### config.mk
export PLATFORM = sky130hd
export DESIGN_NAME = thumb_fetch_align_flat
export DESIGN_NICKNAME = d
export VERILOG_FILES = /design/src/rtl/thumb_fetch_align_if.sv /design/src/rtl/thumb_fetch_align.sv /design/src/flat_wrapper.sv
export SDC_FILE = /design/constraint.sdc
export NUM_CORES = 1
export LEC_CHECK = 0
export ABC_CLOCK_PERIOD_IN_PS = 7700
export CORE_MARGIN = 4
export CORE_UTILIZATION = 30
export CTS_BUF_LIST = sky130_fd_sc_hd__clkbuf_8 sky130_fd_sc_hd__clkbuf_16
export CTS_CLUSTER_DIAMETER = 30
export CTS_CLUSTER_SIZE = 12
export DETAILED_ROUTE_END_ITERATION = 7
export PLACE_DENSITY = 0.55
export SYNTH_ARGS = -nofsm -noshare
export SYNTH_HDL_FRONTEND = slang
export SYNTH_SLANG_ARGS = --single-unit
### constraint.sdc
create_clock -name clk -period 7.7 [get_ports clk]
set_clock_uncertainty 0.1 [all_clocks]
set_input_delay 1.54 -clock clk [delete_from_list [all_inputs] [get_ports clk]]
set_output_delay 1.54 -clock clk [all_outputs]
set_load 0.01 [all_outputs]
### src/rtl/thumb_fetch_align_if.sv
// Fetch/decode bundle for the Thumb halfword aligner.
// DUT takes the slave side; memory and decode sit behind master.
interface thumb_fetch_align_if;
  logic        fetch_req;
  logic [31:0] fetch_addr;
  logic        fetch_ack;
  logic [31:0] fetch_data;
  logic        flush;
  logic [31:0] flush_pc;
  logic        dec_valid;
  logic        dec_ready;
  logic [31:0] dec_inst;
  logic        dec_inst_16;
  logic [31:0] dec_pc;

  modport slave (
    output fetch_req, fetch_addr,
    input  fetch_ack, fetch_data,
    input  flush, flush_pc,
    output dec_valid, dec_inst,
    output dec_inst_16, dec_pc,
    input  dec_ready
  );

  modport master (
    input  fetch_req, fetch_addr,
    output fetch_ack, fetch_data,
    output flush, flush_pc,
    input  dec_valid, dec_inst,
    input  dec_inst_16, dec_pc,
    output dec_ready
  );
endinterface

### src/rtl/thumb_fetch_align.sv
// Halfword fetch queue and 16/32-bit Thumb aligner.
// Word fetches in, one instruction per cycle out to decode.
module thumb_fetch_align #(
  parameter logic [31:0] RESET_PC = 32'h0000_0000
) (
  input logic                 clk,
  input logic                 rst,
  thumb_fetch_align_if.slave  io_bus
);
  logic [15:0] r_q [4];
  logic [2:0]  r_cnt;
  logic [29:0] r_faddr;
  logic [30:0] r_pc;
  logic        r_skip;

  logic [15:0] w_hw0;
  logic [15:0] w_hw1;
  logic        w_pre;
  logic        w_valid;
  logic        w_xfer;
  logic        w_req;
  logic        w_push;
  logic [2:0]  w_npop;
  logic [2:0]  w_cnt_ap;
  logic [2:0]  w_cnt_nx;
  logic [15:0] w_sh [4];
  logic [15:0] w_q_nx [4];
  logic        w_unused;

  assign w_unused = io_bus.flush_pc[0];

  assign w_hw0 = r_q[0];
  assign w_hw1 = r_q[1];

  // 32-bit prefixes are 0b11101, 0b11110, 0b11111 in [15:11]
  assign w_pre = (w_hw0[15:13] == 3'b111)
               & (w_hw0[12:11] != 2'b00);

  assign w_valid = ~rst & ~io_bus.flush
                 & (w_pre ? (r_cnt >= 3'd2)
                          : (r_cnt != 3'd0));

  assign w_xfer = w_valid & io_bus.dec_ready;

  assign w_npop = !w_xfer ? 3'd0 :
                  w_pre   ? 3'd2 : 3'd1;

  assign w_cnt_ap = r_cnt - w_npop;

  assign w_req = ~rst & ~io_bus.flush
               & (w_cnt_ap <= 3'd2);

  assign w_push = w_req & io_bus.fetch_ack;

  assign w_cnt_nx = w_cnt_ap
                  + (!w_push ? 3'd0 :
                     r_skip  ? 3'd1 : 3'd2);

  always_comb begin
    w_sh[0] = w_npop[1] ? r_q[2] :
              w_npop[0] ? r_q[1] : r_q[0];
    w_sh[1] = w_npop[1] ? r_q[3] :
              w_npop[0] ? r_q[2] : r_q[1];
    w_sh[2] = w_npop[1] ? 16'h0000 :
              w_npop[0] ? r_q[3] : r_q[2];
    w_sh[3] = (w_npop != 3'd0) ? 16'h0000 : r_q[3];
  end

  // Push lands directly behind whatever survives the pop
  always_comb begin
    for (int i = 0; i < 4; i++) begin
      w_q_nx[i] = w_sh[i];
      if (w_push) begin
        if (3'(i) == w_cnt_ap) begin
          w_q_nx[i] = r_skip ? io_bus.fetch_data[31:16]
                             : io_bus.fetch_data[15:0];
        end else if (!r_skip &&
                     3'(i) == w_cnt_ap + 3'd1) begin
          w_q_nx[i] = io_bus.fetch_data[31:16];
        end
      end
    end
  end

  always_ff @(posedge clk) begin
    if (rst) begin
      r_cnt   <= 3'd0;
      r_faddr <= RESET_PC[31:2];
      r_pc    <= RESET_PC[31:1];
      r_skip  <= RESET_PC[1];
    end else if (io_bus.flush) begin
      r_cnt   <= 3'd0;
      r_faddr <= io_bus.flush_pc[31:2];
      r_pc    <= io_bus.flush_pc[31:1];
      r_skip  <= io_bus.flush_pc[1];
    end else begin
      r_cnt <= w_cnt_nx;
      for (int i = 0; i < 4; i++) begin
        r_q[i] <= w_q_nx[i];
      end
      if (w_xfer) begin
        r_pc <= r_pc + (w_pre ? 31'd2 : 31'd1);
      end
      if (w_push) begin
        r_faddr <= r_faddr + 30'd1;
        r_skip  <= 1'b0;
      end
    end
  end

  assign io_bus.fetch_req   = w_req;
  assign io_bus.fetch_addr  = {r_faddr, 2'b00};
  assign io_bus.dec_valid   = w_valid;
  assign io_bus.dec_inst    = !w_valid ? 32'h0 :
                              w_pre    ? {w_hw0, w_hw1} :
                                         {w_hw0, 16'h0000};
  assign io_bus.dec_inst_16 = w_valid & ~w_pre;
  assign io_bus.dec_pc      = {r_pc, 1'b0};
endmodule

### src/flat_wrapper.sv
// flat-port wrapper written by rule: the top's interface ports become plain ports
module thumb_fetch_align_flat 
#(
  parameter logic [31:0] RESET_PC = 32'h0000_0000
)
  (clk, rst, io_bus_fetch_req, io_bus_fetch_addr, io_bus_fetch_ack, io_bus_fetch_data, io_bus_flush, io_bus_flush_pc, io_bus_dec_valid, io_bus_dec_inst, io_bus_dec_inst_16, io_bus_dec_pc, io_bus_dec_ready);
  thumb_fetch_align_if io_bus_i ();
  input logic clk;
  input logic rst;
  output wire logic [$bits(io_bus_i.fetch_req)-1:0] io_bus_fetch_req;
  output wire logic [$bits(io_bus_i.fetch_addr)-1:0] io_bus_fetch_addr;
  input wire logic [$bits(io_bus_i.fetch_ack)-1:0] io_bus_fetch_ack;
  input wire logic [$bits(io_bus_i.fetch_data)-1:0] io_bus_fetch_data;
  input wire logic [$bits(io_bus_i.flush)-1:0] io_bus_flush;
  input wire logic [$bits(io_bus_i.flush_pc)-1:0] io_bus_flush_pc;
  output wire logic [$bits(io_bus_i.dec_valid)-1:0] io_bus_dec_valid;
  output wire logic [$bits(io_bus_i.dec_inst)-1:0] io_bus_dec_inst;
  output wire logic [$bits(io_bus_i.dec_inst_16)-1:0] io_bus_dec_inst_16;
  output wire logic [$bits(io_bus_i.dec_pc)-1:0] io_bus_dec_pc;
  input wire logic [$bits(io_bus_i.dec_ready)-1:0] io_bus_dec_ready;
  assign io_bus_fetch_req = io_bus_i.fetch_req;
  assign io_bus_fetch_addr = io_bus_i.fetch_addr;
  assign io_bus_i.fetch_ack = io_bus_fetch_ack;
  assign io_bus_i.fetch_data = io_bus_fetch_data;
  assign io_bus_i.flush = io_bus_flush;
  assign io_bus_i.flush_pc = io_bus_flush_pc;
  assign io_bus_dec_valid = io_bus_i.dec_valid;
  assign io_bus_dec_inst = io_bus_i.dec_inst;
  assign io_bus_dec_inst_16 = io_bus_i.dec_inst_16;
  assign io_bus_dec_pc = io_bus_i.dec_pc;
  assign io_bus_i.dec_ready = io_bus_dec_ready;
  thumb_fetch_align #(.RESET_PC(RESET_PC)) u_core (.clk(clk), .rst(rst), .io_bus(io_bus_i));
endmodule
==> results.py <==
metrics = {
    "floorplanning": {
        "fp.dieH_um": 174,
        "core_mm2": 0.0270,
        "io-pin-count": 168,
        "die_area_mm2": 0.0303,
        "initial_core_util_pct": 30.6,
        "fp.dieW_um": 174,
        "rows": 60,
    },
    "routing": {
        "routed_wl_um": 30700,
        "remaining_drc_errors": 0,
        "firstDrtPassIters": 5,
        "drtAntennaViolNets": 0,
        "vias": 7983,
        "routedWlPerCell_um": 22.2,
        "first_iter_violations": 727,
        "viasPerCell": 5.77,
    },
    "power": {
        "p_leak_nw": 3.68,
        "powerDensity_mw_per_mm2": 174,
        "ir_drop_uv": 161,
    },
    "cells_and_area": {
        "drive_gt1_share_pct": 9.49,
        "nNetsFinal": 1108,
        "area_growth_pct": 29.2,
        "stdcell_count": 1384,
        "finish.instance_area_mm2": 0.0107,
        "diodes": 0,
    },
    "yosys": {
        "synthArstFlopShare_pct": 0,
        "synth-seq-cells": 129,
        "yosysUniqueCellTypes": 68,
        "avgSynthCellArea_um2": 9.19,
        "syn_inst": 900,
        "syn_area_mm2": 0.00827,
        "yosysMostFrequentCell": "dfxtp_1",
        "yosys_most_used_dff": "dfxtp_1",
        "synth_area_leaders": "edfxtp_1 (23%), dfxtp_1 (16%), a22oi_1 (5.7%)",
        "synth_common_cells": "dfxtp_1 (65), edfxtp_1 (64), a22oi_1 (63)",
        "ys_seq_area_share_pct": 39.0,
        "yosysWarnings": 0,
        "synth_top_area_cell": "edfxtp_1",
        "synth_top_cell_area_share_pct": 23.2,
        "synth_edf_count": 64,
    },
    "cts": {
        "cts_setup_buffers": 0,
        "cts_tree": "yes",
        "cts_resized": 0,
        "clkTransAtPathRegs_ns": 0.05,
        "h-tree-depth": 4,
        "clk_latency_ns": 0.43,
        "numCtsBuffers": 17,
        "cts_sinks": 129,
        "cts_buffer_depth": 2,
        "holdBufCountCts": 0,
        "clock-root-buffer": "clkbuf_16",
    },
    "grt": {
        "grtUsageMet3_pct": 5.81,
        "gr-usage-all-layers_pct": 19.3,
        "busiest_layer": "met2",
        "antenna_found_initial": 3,
        "grt_util_met1_pct": 25.4,
        "grt_max_degree": 68,
        "use_met2_pct": 30.9,
        "gr-total-overflow": 0,
        "grt_pass1_wl_um": 46500,
        "grt_pass1_vias": 7705,
    },
    "timing": {
        "tns_ns": 0,
        "setup_viol": 0,
        "maxSlewHeadroom_pct": 10.9,
        "min_period_ns": 7.11,
        "worstMarginPinSlew_ns": 1.33,
        "fmax_mhz": 141,
        "rsz0062_at_grt": "false",
        "finalHoldViolCount": 0,
        "finalCritPeriodShare_pct": 92.3,
        "slew_violations": 0,
    },
    "placement": {
        "io_buffers": 163,
        "place_area_mm2": 0.0101,
        "hpwl_um": 20800,
        "post-place-cells": 1352,
        "gp_congestion": 0.849,
    },
    "setup_path": {
        "end_kind": "output pin",
        "slowest_delay_ns": 0.68,
        "startpoint_type": "input port",
        "slowest_stage": "clkdlybuf4s50_1",
        "crit_chain": "clkdlybuf4s50_1, or3b_4, or3_1, inv_2, ha_1, inv_1, fa_1, nand2b_1, inv_1, nor3_1, clkdlybuf4s50_1",
        "critical_path_class": "in -> out",
        "crit_required_ns": 6.06,
        "crit_path_max_fanout": 11,
        "cp.arrival_ns": 5.47,
    },
    "run_status": {
        "status": "completed",
    },
    "worst_hold_path": {
        "hp-class": "reg -> reg",
    },
    "job": {
        "drv_cap": 0,
    },
}
==> registers in the layout, indices dropped and copies added (netlist names) <==
signal	cells
u_core.r_q	64
u_core.r_pc	31
u_core.r_faddr	30
u_core.r_cnt	3
u_core.r_skip	1
==> metrics by stage <==
| stage | util (%) | hold slack, ns | power [mW] | worst slack (ns) |
|---|---|---|---|---|
| global placement | 37.5 | 0.379 | 1.09 | 0.650 |
| detailed placement | 37.5 | 0.406 | 1.09 | 0.608 |
| CTS | 39.5 | 0.420 | 1.87 | 0.629 |
| finish | 39.5 | 0.411 | 1.85 | 0.592 |
| global route | 39.5 | 0.453 | 1.93 | 0.469 |
| floorplan | - | 0.423 | 0.954 | 1.60 |
==> kinds of logic after synthesis <==
kind of cell / count (synthesis) / share of synthesized area, %
AO/OA/AOI/OAI: 295 / 25.9
XOR/XNOR: 46 / 4.96
adder cells (fa/ha/maj): 9 / 1.63
buffers and inverters: 106 / 5.74
flip-flops: 129 / 39.0
multiplexers: 20 / 2.69
other: 1 / 0.0454
AND/OR/NAND/NOR: 294 / 20.0
==> per-layer routing <==
layer  part of all wire (%)  vias to the layer above  routed length [µm]
li1                       -                     3726                   -
met1                     43                     3840               13100
met2                     46                      369               14300
met3                    9.2                       42                2810
met4                    1.6                        6                 503
met5                   0.13                        -                  41
==> placed cells by master (no fill, tap or decap), types with 19 or more instances in the layout <==
master / Yosys / final
edfxtp_1: 64 / 64
dfxtp_1: 65 / 65
nand2_1: 46 / 46
and2_1: 39 / 39
a221o_1: 24 / 24
a21oi_1: 48 / 48
buf_4: 6 / 21
o22ai_1: 38 / 38
nand3_1: 47 / 47
nor3_1: 19 / 19
inv_1: 29 / 28
a22oi_1: 63 / 63
xnor2_1: 32 / 32
nand4_1: 22 / 22
nor2_1: 52 / 52
clkdlybuf4s50_1: 0 / 162
==> final timing paths <==
path                     start                to  slack (ns)  depth (start not counted)
max           io_bus_dec_ready  io_bus_fetch_req        0.59                         11
max reg2reg  u_core.r_q[0][12]  u_core.r_q[1][4]        1.88                         14
min            u_core.r_pc[30]   u_core.r_pc[30]        0.41                          1
min reg2reg    u_core.r_pc[30]   u_core.r_pc[30]        0.41                          1
==> where the power goes <==
group | switching, mW | internal, mW | leakage (nW)
clock | 0.337 | 0.435 | 0.279
combinational | 0.142 | 0.139 | 2.28
sequential | 0.0421 | 0.761 | 1.12
==> critical path, delay by kind of cell <==
kind	cells	cell delay (ns)
buffers and inverters	5	1.63
AND/OR/NAND/NOR	4	1.53
adder cells (fa/ha/maj)	2	0.76
==> area by class of cell <==
| cell class | count | area [µm²] |
|---|---|---|
| Fill cell | 2755 | 16300 |
| Inverter | 31 | 116 |
| Clock buffer | 18 | 450 |
| Tap cell | 341 | 427 |
| Sequential cell | 129 | 3220 |
| Multi-Input combinational cell | 667 | 4580 |
| Timing Repair Buffer | 184 | 1780 |
| Clock inverter | 14 | 104 |
(Power assumes the default switching activity.)
